`config.mk`:
```
export PLATFORM = sky130hd
export DESIGN_NAME = bus_master_arbiter_flat
export DESIGN_NICKNAME = d
export VERILOG_FILES = /design/src/rtl/cpu_bus_pkg.sv /design/src/rtl/bus_master_arbiter_if.sv /design/src/rtl/rr_arb2.sv /design/src/rtl/bus_master_arbiter.sv /design/src/flat_wrapper.sv
export SDC_FILE = /design/constraint.sdc
export NUM_CORES = 1
export LEC_CHECK = 0
export CELL_PAD_IN_SITES_DETAIL_PLACEMENT = 0
export CELL_PAD_IN_SITES_GLOBAL_PLACEMENT = 1
export CORE_AREA = 2 2 227 229
export DETAILED_ROUTE_END_ITERATION = 8
export DIE_AREA = 0 0 229 231
export PLACE_DENSITY = 0.63
export SYNTH_ARGS = -nofsm -noshare
export SYNTH_HDL_FRONTEND = slang
export SYNTH_SLANG_ARGS = --single-unit
```
`constraint.sdc`:
```
create_clock -name clk -period 13.3 [get_ports clk]
set_input_delay 1.33 -clock clk [delete_from_list [all_inputs] [get_ports clk]]
set_output_delay 1.33 -clock clk [all_outputs]
set_load 0.01 [all_outputs]
```
`src/rtl/cpu_bus_pkg.sv`:
```
// Shared types and constants for the system bus: arbiter FSM states,
// master indices and the slave address map.
package cpu_bus_pkg;

  typedef enum logic [1:0] {
    IDLE  = 2'd0,
    ISSUE = 2'd1,
    WAIT  = 2'd2,
    RESP  = 2'd3
  } state_t;

  localparam logic M_CPU = 1'b0;
  localparam logic M_IRQ = 1'b1;

  localparam logic [31:0] Rom_base = 32'h0000_0000;
  localparam logic [31:0] Ram_base = 32'h0000_1000;
  localparam logic [31:0] Stk_base = 32'h0000_2000;
  localparam logic [31:0] Art_base = 32'h8000_0000;
  localparam logic [31:0] Key_base = 32'h8000_0010;

endpackage

```
`src/rtl/bus_master_arbiter_if.sv`:
```
// Master-side handshakes and slave-side bus signals of the two-master arbiter.
// The master modport is the environment view; the slave modport is the arbiter.
interface bus_master_arbiter_if #(
  parameter int unsigned AW = 64,
  parameter int unsigned DW = 64
);
  logic          m0_req;
  logic          m0_we;
  logic [AW-1:0] m0_addr;
  logic [DW-1:0] m0_wdata;
  logic [DW-1:0] m0_rdata;
  logic          m0_ack;

  logic          m1_req;
  logic          m1_we;
  logic [AW-1:0] m1_addr;
  logic [DW-1:0] m1_wdata;
  logic [DW-1:0] m1_rdata;
  logic          m1_ack;

  logic [AW-1:0] bus_address;
  logic [DW-1:0] bus_write_data;
  logic          bus_write_enable;
  logic          bus_read_enable;
  logic [DW-1:0] bus_read_data;

  logic [1:0]    grant;
  logic          busy;

  modport master (
    output m0_req, m0_we, m0_addr, m0_wdata,
    output m1_req, m1_we, m1_addr, m1_wdata,
    output bus_read_data,
    input  m0_rdata, m0_ack, m1_rdata, m1_ack,
    input  bus_address, bus_write_data, bus_write_enable, bus_read_enable,
    input  grant, busy
  );

  modport slave (
    input  m0_req, m0_we, m0_addr, m0_wdata,
    input  m1_req, m1_we, m1_addr, m1_wdata,
    input  bus_read_data,
    output m0_rdata, m0_ack, m1_rdata, m1_ack,
    output bus_address, bus_write_data, bus_write_enable, bus_read_enable,
    output grant, busy
  );

endinterface

```
`src/rtl/rr_arb2.sv`:
```
// Two-input round-robin pick: a lone requester wins; on a tie the master
// that did not own the previous transaction wins.
module rr_arb2 (
  input  logic [1:0] req,
  input  logic       last_grant,
  output logic [1:0] gnt_c
);

  always_comb begin
    gnt_c = 2'b00;
    case (req)
      2'b01:   gnt_c = 2'b01;
      2'b10:   gnt_c = 2'b10;
      2'b11:   gnt_c = last_grant ? 2'b01 : 2'b10;
      default: gnt_c = 2'b00;
    endcase
  end

endmodule

```
`src/rtl/bus_master_arbiter.sv`:
```
// Shares the system bus between the CPU and the interrupt engine, one
// transaction at a time, returning read data RD_LATENCY cycles after the strobe.
module bus_master_arbiter
  import cpu_bus_pkg::*;
#(
  parameter int unsigned AW         = 64,
  parameter int unsigned DW         = 64,
  parameter int unsigned RD_LATENCY = 0
) (
  input logic                 clk,
  input logic                 reset,
  bus_master_arbiter_if.slave bif
);

  localparam int unsigned CW = 3;

  state_t        state_q, state_d;
  logic [CW-1:0] cnt_q, cnt_d;
  logic          last_q, last_d;
  logic [1:0]    grant_q, grant_d;
  logic          we_q, we_d;
  logic [AW-1:0] addr_q, addr_d;
  logic [DW-1:0] wdata_q, wdata_d;
  logic          wen_q, wen_d;
  logic          ren_q, ren_d;
  logic          ack0_q, ack0_d;
  logic          ack1_q, ack1_d;
  logic [DW-1:0] rdata0_q, rdata0_d;
  logic [DW-1:0] rdata1_q, rdata1_d;
  logic          busy_q, busy_d;

  logic [1:0]    win_c;
  logic          done_c;
  logic [DW-1:0] resp_data_c;

  rr_arb2 u_rr (
    .req       ({bif.m1_req, bif.m0_req}),
    .last_grant(last_q),
    .gnt_c     (win_c)
  );

  // Next state; strobes, acks and rdata default to 0 so they pulse for one cycle.
  always_comb begin
    state_d     = state_q;
    cnt_d       = cnt_q;
    last_d      = last_q;
    grant_d     = grant_q;
    we_d        = we_q;
    addr_d      = addr_q;
    wdata_d     = wdata_q;
    wen_d       = 1'b0;
    ren_d       = 1'b0;
    ack0_d      = 1'b0;
    ack1_d      = 1'b0;
    rdata0_d    = '0;
    rdata1_d    = '0;
    done_c      = 1'b0;
    resp_data_c = '0;

    case (state_q)
      IDLE: begin
        if (|win_c) begin
          grant_d = win_c;
          we_d    = win_c[M_IRQ] ? bif.m1_we    : bif.m0_we;
          addr_d  = win_c[M_IRQ] ? bif.m1_addr  : bif.m0_addr;
          wdata_d = win_c[M_IRQ] ? bif.m1_wdata : bif.m0_wdata;
          wen_d   = we_d;
          ren_d   = ~we_d;
          state_d = ISSUE;
        end
      end
      ISSUE: begin
        if (we_q) begin
          done_c  = 1'b1;
          state_d = RESP;
        end else if (RD_LATENCY == 0) begin
          done_c      = 1'b1;
          resp_data_c = bif.bus_read_data;
          state_d     = RESP;
        end else begin
          cnt_d   = CW'(RD_LATENCY - 1);
          state_d = WAIT;
        end
      end
      WAIT: begin
        if (cnt_q == '0) begin
          done_c      = 1'b1;
          resp_data_c = bif.bus_read_data;
          state_d     = RESP;
        end else begin
          cnt_d = cnt_q - CW'(1);
        end
      end
      RESP: begin
        last_d  = grant_q[M_IRQ];
        grant_d = '0;
        state_d = IDLE;
      end
      default: state_d = IDLE;
    endcase

    // Route the completion to the owner only; writes return zero data.
    if (done_c) begin
      if (grant_q[M_IRQ]) begin
        ack1_d   = 1'b1;
        rdata1_d = resp_data_c;
      end else if (grant_q[M_CPU]) begin
        ack0_d   = 1'b1;
        rdata0_d = resp_data_c;
      end
    end

    busy_d = (state_d != IDLE);
  end

  always_ff @(posedge clk or posedge reset) begin
    if (reset) begin
      state_q  <= IDLE;
      cnt_q    <= '0;
      last_q   <= 1'b1;
      grant_q  <= '0;
      we_q     <= 1'b0;
      addr_q   <= '0;
      wdata_q  <= '0;
      wen_q    <= 1'b0;
      ren_q    <= 1'b0;
      ack0_q   <= 1'b0;
      ack1_q   <= 1'b0;
      rdata0_q <= '0;
      rdata1_q <= '0;
      busy_q   <= 1'b0;
    end else begin
      state_q  <= state_d;
      cnt_q    <= cnt_d;
      last_q   <= last_d;
      grant_q  <= grant_d;
      we_q     <= we_d;
      addr_q   <= addr_d;
      wdata_q  <= wdata_d;
      wen_q    <= wen_d;
      ren_q    <= ren_d;
      ack0_q   <= ack0_d;
      ack1_q   <= ack1_d;
      rdata0_q <= rdata0_d;
      rdata1_q <= rdata1_d;
      busy_q   <= busy_d;
    end
  end

  assign bif.bus_address      = addr_q;
  assign bif.bus_write_data   = wdata_q;
  assign bif.bus_write_enable = wen_q;
  assign bif.bus_read_enable  = ren_q;
  assign bif.grant            = grant_q;
  assign bif.busy             = busy_q;
  assign bif.m0_ack           = ack0_q;
  assign bif.m0_rdata         = rdata0_q;
  assign bif.m1_ack           = ack1_q;
  assign bif.m1_rdata         = rdata1_q;

endmodule

```
`src/flat_wrapper.sv`:
```
// flat-port wrapper written by rule: the top's interface ports become plain ports
module bus_master_arbiter_flat import cpu_bus_pkg::*;
#(
  parameter int unsigned AW         = 64,
  parameter int unsigned DW         = 64,
  parameter int unsigned RD_LATENCY = 0
)
  (clk, reset, bif_m0_req, bif_m0_we, bif_m0_addr, bif_m0_wdata, bif_m1_req, bif_m1_we, bif_m1_addr, bif_m1_wdata, bif_bus_read_data, bif_m0_rdata, bif_m0_ack, bif_m1_rdata, bif_m1_ack, bif_bus_address, bif_bus_write_data, bif_bus_write_enable, bif_bus_read_enable, bif_grant, bif_busy);
  bus_master_arbiter_if #(.AW(AW), .DW(DW)) bif_i ();
  input logic clk;
  input logic reset;
  input wire logic [$bits(bif_i.m0_req)-1:0] bif_m0_req;
  input wire logic [$bits(bif_i.m0_we)-1:0] bif_m0_we;
  input wire logic [$bits(bif_i.m0_addr)-1:0] bif_m0_addr;
  input wire logic [$bits(bif_i.m0_wdata)-1:0] bif_m0_wdata;
  input wire logic [$bits(bif_i.m1_req)-1:0] bif_m1_req;
  input wire logic [$bits(bif_i.m1_we)-1:0] bif_m1_we;
  input wire logic [$bits(bif_i.m1_addr)-1:0] bif_m1_addr;
  input wire logic [$bits(bif_i.m1_wdata)-1:0] bif_m1_wdata;
  input wire logic [$bits(bif_i.bus_read_data)-1:0] bif_bus_read_data;
  output wire logic [$bits(bif_i.m0_rdata)-1:0] bif_m0_rdata;
  output wire logic [$bits(bif_i.m0_ack)-1:0] bif_m0_ack;
  output wire logic [$bits(bif_i.m1_rdata)-1:0] bif_m1_rdata;
  output wire logic [$bits(bif_i.m1_ack)-1:0] bif_m1_ack;
  output wire logic [$bits(bif_i.bus_address)-1:0] bif_bus_address;
  output wire logic [$bits(bif_i.bus_write_data)-1:0] bif_bus_write_data;
  output wire logic [$bits(bif_i.bus_write_enable)-1:0] bif_bus_write_enable;
  output wire logic [$bits(bif_i.bus_read_enable)-1:0] bif_bus_read_enable;
  output wire logic [$bits(bif_i.grant)-1:0] bif_grant;
  output wire logic [$bits(bif_i.busy)-1:0] bif_busy;
  assign bif_i.m0_req = bif_m0_req;
  assign bif_i.m0_we = bif_m0_we;
  assign bif_i.m0_addr = bif_m0_addr;
  assign bif_i.m0_wdata = bif_m0_wdata;
  assign bif_i.m1_req = bif_m1_req;
  assign bif_i.m1_we = bif_m1_we;
  assign bif_i.m1_addr = bif_m1_addr;
  assign bif_i.m1_wdata = bif_m1_wdata;
  assign bif_i.bus_read_data = bif_bus_read_data;
  assign bif_m0_rdata = bif_i.m0_rdata;
  assign bif_m0_ack = bif_i.m0_ack;
  assign bif_m1_rdata = bif_i.m1_rdata;
  assign bif_m1_ack = bif_i.m1_ack;
  assign bif_bus_address = bif_i.bus_address;
  assign bif_bus_write_data = bif_i.bus_write_data;
  assign bif_bus_write_enable = bif_i.bus_write_enable;
  assign bif_bus_read_enable = bif_i.bus_read_enable;
  assign bif_grant = bif_i.grant;
  assign bif_busy = bif_i.busy;
  bus_master_arbiter #(.AW(AW), .DW(DW), .RD_LATENCY(RD_LATENCY)) u_core (.clk(clk), .reset(reset), .bif(bif_i));
endmodule
```
[Yosys cells after proc, flatten, opt, wreduce, memory -nomap -nowiden]
Cells that the tools add are included.
W data, S select, Z words.
Storage, ports and cells
  flip-flop bits (word level): 270
  input port bits: 326
  output and inout port bits: 263
Operators by class
  add/sub/neg operators: 1
  equality and inequality tests: 7
  mux-type cells: 29
  bitwise gates (word level): 2
  reductions and logical operators: 8
Operators with widths (count)
  $mux W64: 9
  $pmux W64 S2: 1
  $mux W1: 11
  $eq A2 B2 Y1 const B: 4
  $mux W2: 4
  $pmux W2 S4: 1
  $pmux W2 S3: 1
  $reduce_and A2 Y1: 3
  $eq A2 B1 Y1 const B: 2
  $pmux W2 S2: 1
  $reduce_bool A2 Y1: 2
  $logic_not A3 Y1: 1
  $sub A3 B1 Y3 const B: 1
  $logic_not A2 Y1: 1
  $ne A2 B1 Y1 const B: 1
  $not A1 Y1: 2
  $pmux W1 S2: 1
  $reduce_or A2 Y1: 1

[Longest topological paths before layout]
  depth in word-level cells: 6
  gate-level depth with buffers: 9
  gate-level depth less buffers: 5

[Hierarchy]
Synthesis repeated with hierarchy kept, for this count alone.
Second synthesis, totals
  cell total of the unflattened synthesis: 906
  area total of the unflattened synthesis: 10740.3 µm²
Modules (own cells, without submodules)
  bus_master_arbiter: instances 1, cells each 903, area each 10721.5 µm²
  rr_arb2: instances 1, cells each 3, area each 18.8 µm²

[Worst setup path before layout]
Ideal clock, no wire load.
  path type: input -> register
  start point: input port bif_m0_req
  end point: register u_core.ren_q, in the netlist u_core.bif.bus_read_enable
  setup time: 0.119 ns
  data arrival time: 2.196 ns
  required time: 13.181 ns
  path slack: 10.985 ns
  stages on the path: 6
  path buffers: 4
  cell sequence: buf_2 -> o21a_1 -> buf_2 -> buf_4 -> buf_2 -> and2_1
On the way
  word-level cells in the longest chain between the ends: 6
Ends and longest elaborated chain
  start: declaration: line flat_wrapper.sv:12  | input wire logic [$bits(bif_i.m0_req)-1:0] bif_m0_req;
  $eq A2 B2 Y1 / $eq A2 B1 Y1 (equally long branches): line rr_arb2.sv:11  | case (req)
  $pmux W2 S3 *: line rr_arb2.sv:11
  $mux W1: line bus_master_arbiter.sv:64  | we_d = win_c[M_IRQ] ? bif.m1_we : bif.m0_we;
  $not A1 Y1: line bus_master_arbiter.sv:68  | ren_d = ~we_d;
  $mux W1 *: line bus_master_arbiter.sv:62  | if (|win_c) begin
  $mux W1 *: line bus_master_arbiter.sv:60  | case (state_q)
  net u_core.ren_d: line bus_master_arbiter.sv:25  | logic ren_q, ren_d;
  end signal: assignment: line bus_master_arbiter.sv:141  | ren_q <= ren_d;
  end: declaration: line bus_master_arbiter.sv:25
Mark *: on every way through the listed nets, which the timed path passes. The rest lies on a longest branch.
A chain may end at the register's enable or synchronous reset.

[Final worst setup path]
  start point: input port bif_m1_req
  end point: register u_core.wdata_q[43], in the netlist u_core.bif.bus_write_data[43]
On the way
  word-level cells in the longest chain between the ends: 4
Ends and longest elaborated chain
  start: declaration: line flat_wrapper.sv:16  | input wire logic [$bits(bif_i.m1_req)-1:0] bif_m1_req;
  $eq A2 B2 Y1 / $eq A2 B1 Y1 (equally long branches): line rr_arb2.sv:11
  $pmux W2 S3 *: line rr_arb2.sv:11
  $reduce_or A2 Y1: line bus_master_arbiter.sv:62
  $reduce_and A2 Y1 (no source line)
  end signal: assignment: line bus_master_arbiter.sv:139  | wdata_q <= wdata_d;
  end: declaration: line bus_master_arbiter.sv:23  | logic [DW-1:0] wdata_q, wdata_d;
Every way passes the cells marked *; elsewhere a longest branch is shown, timed or not.

==> results.cfg <==
[grt]
grt_use_total_pct = 16.5
grt_max_degree = 152
grt_pass1_wl_um = 66800
antenna_found_initial = 5
first_global_vias = 10700
overflow = 0

[cts]
clock_latency_ns = 0.54
clk_pin_slew_ns = 0.06
htreeDepth = 2
cts.sinks = 270
cts_tree = built
ctsHoldBuffers = 0
cts_made_buffers = 35
root_buffer = clkbuf_16
cts_buffer_depth = 3
post_cts_resized = 0
cts_setup_buffers = 0

[logic_synthesis]
ys_warn_count = 0
syn_nets = 1436
synth_top_area_share_pct = 64.3
post-synth-top-count-cell = dfrtp_1
synth_ff_type = dfrtp_1
synth_cells = 1104
synthTopCellsByCount = dfrtp_1 (269), nor2_1 (262), a21oi_1 (260), nand2_1 (195), buf_2 (64)
synth_area_leaders = dfrtp_1 (64%), a21oi_1 (12%), nor2_1 (9.4%), nand2_1 (7.0%), buf_2 (3.1%)
synth_cell_type_count = 34
synthArstFlopShare_pct = 100
syn_avg_cell_area_um2 = 9.48
synth_area_mm2 = 0.0105
ys_ff_latch = 270
synth_edf_count = 0
synth-seq-area-share_pct = 64.6
yosysTopAreaCell = dfrtp_1

[critical_path]
cp.arrival_ns = 4.03
cp-start-kind = input pin
endpoint_kind = flop
max_stage_delay_ns = 0.85
path_cells = clkdlybuf4s50_1 -> a21boi_4 -> buf_4 -> buf_4 -> a21oi_1 -> a21oi_1
worst_ep_required_time_ns = 13.75
crit_buf_inv = 3
crit_fanout = 80
crit_family = buffers and inverters
slowest_stage = buf_4
crit_type = input pin to flop

[timing]
setup_violations = 0
period_minus_slack_ns = 3.59
max_slew_margin_pct = 33.4
tightest_slew_ns = 0.999
hold_viol_final = 0
rsz0062_at_grt = false
fin_skew_ns = 0.0180
fmax_mhz = 279
fin_crit_sh_pct = 27.0
setup-tns-final_ns = 0
drv_slew = 0

[final_layout]
final_layout_size_suffix_gt1_share_pct = 4.34
nNetsFinal = 1993
area_growth_pct = 72.7
final_core_util_pct = 35.7

[floorplanning]
io_pins = 589
num_rows = 83
die-area_mm2 = 0.0529
fp.dieW_um = 229
die_h_um = 231
core_area_mm2 = 0.0507
initial_core_util_pct = 20.7

[power_and_ir_drop]
power_density_mw_per_mm2 = 207
p_leak_nw = 7.71
ir_drop_mv = 0.109

[drt]
wl_um = 44500
drtIter0Drc = 438
via_count = 10000
drt-pass1-iter-count = 5
route.detailed.drc = 0
post_drt_wl_per_cell_um = 18.8
ant_nets = 0
viasPerCell = 4.24

[status]
status = complete, no violations

[placed_design]
gp_congestion = 0.828
hpwl_um = 31200
portBuffers = 588

[flow_run]
maxCapViolations = 0

[worst_hold_path]
hold_class = flop to flop
-- power breakdown --
part / internal [mW] / switching [mW]
sequential: 1.09 / 0.140
combinational: 0.744 / 0.855
clock: 0.541 / 0.370
-- cells in the final DEF (no fill, tap or decap), drive strengths merged --
cell,n
a211o,1
a21bo,1
a21boi,1
a21o,1
a21oi,260
a31o,1
a31oi,1
a32oi,1
and2,1
and3b,1
buf,10
clkbuf,52
clkdlybuf4s50,588
clkinv,4
clkinvlp,2
dfrtp,269
dfstp,1
diode,2
ha,6
inv,8
mux2,1
mux2i,2
nand2,195
nand2b,1
nand3,1
nor2,262
nor2b,1
nor3,2
nor3b,1
nor4b,1
o211ai,1
o21a,1
o21ai,3
o21bai,1
xnor2,1
-- stage by stage --
stage               hold slack [ns]  cell area (um^2)  total power, mW  instances  setup slack (ns)
detailed placement            0.476             17000             2.87       2304              9.13
CTS                           0.484             18100             3.81       2363              9.72
global placement              0.465             17000             2.86       2304              9.18
global route                  0.512             18100             4.00       2365              9.51
floorplan                     0.446             10500             1.98       1104              4.53
finish                        0.482             18100             3.74       2365              9.71
-- final cells by class --
type / count / area [um^2]
Antenna cell: 2 / 5.00
Clock buffer: 52 / 1040
Clock inverter: 7 / 66.3
Fill cell: 5219 / 32600
Inverter: 7 / 33.8
Multi-Input combinational cell: 749 / 3350
Sequential cell: 270 / 6760
Tap cell: 680 / 851
Timing Repair Buffer: 598 / 5970
-- sequential cells by signal, indices dropped and copies added, names as in the netlist --
signal,cells
u_core.bif.bus_address,64
u_core.cnt_q,3
u_core.bif.busy,1
u_core.bif.m1_rdata,64
u_core.last_q,1
u_core.we_q,1
u_core.bif.bus_write_data,64
u_core.bif.bus_read_enable,1
u_core.bif.m0_rdata,64
u_core.bif.bus_write_enable,1
u_core.bif.m1_ack,1
u_core.bif.m0_ack,1
u_core.state_q,2
u_core.bif.grant,2
-- metal layers --
layer  global-route usage, %  wire length [um]  part of all wire (%)
met5                       0                34                 0.076
met4                    5.58              1180                   2.6
met3                    8.12              5290                    12
met2                    27.1             21000                    47
met1                    18.6             17000                    38
-- logic make-up after synthesis --
logic type      synth area share (%)
compound gates                  13.5
xor+xnor                      0.0837
fa+ha+maj                      0.717
buf+inv                         3.92
flops                           64.6
mux                            0.299
simple gates                    17.0
-- final timing paths --
kind                       depth (start not counted)                       endpoint  slack (ns)               from
min                                                1                u_core.cnt_q[0]        0.48    u_core.cnt_q[0]
max                                                6  u_core.bif.bus_write_data[43]        9.71         bif_m1_req
min in group asynchronous                          2  u_core.bif.bus_write_data[16]        1.34              reset
max in group asynchronous                          3        u_core.bif.m1_rdata[11]       10.39              reset
max reg2reg                                        6  u_core.bif.bus_write_data[43]       10.48  u_core.state_q[0]
min reg2reg                                        1                u_core.cnt_q[0]        0.48    u_core.cnt_q[0]
No activity file was read; power rests on OpenSTA's default activity.
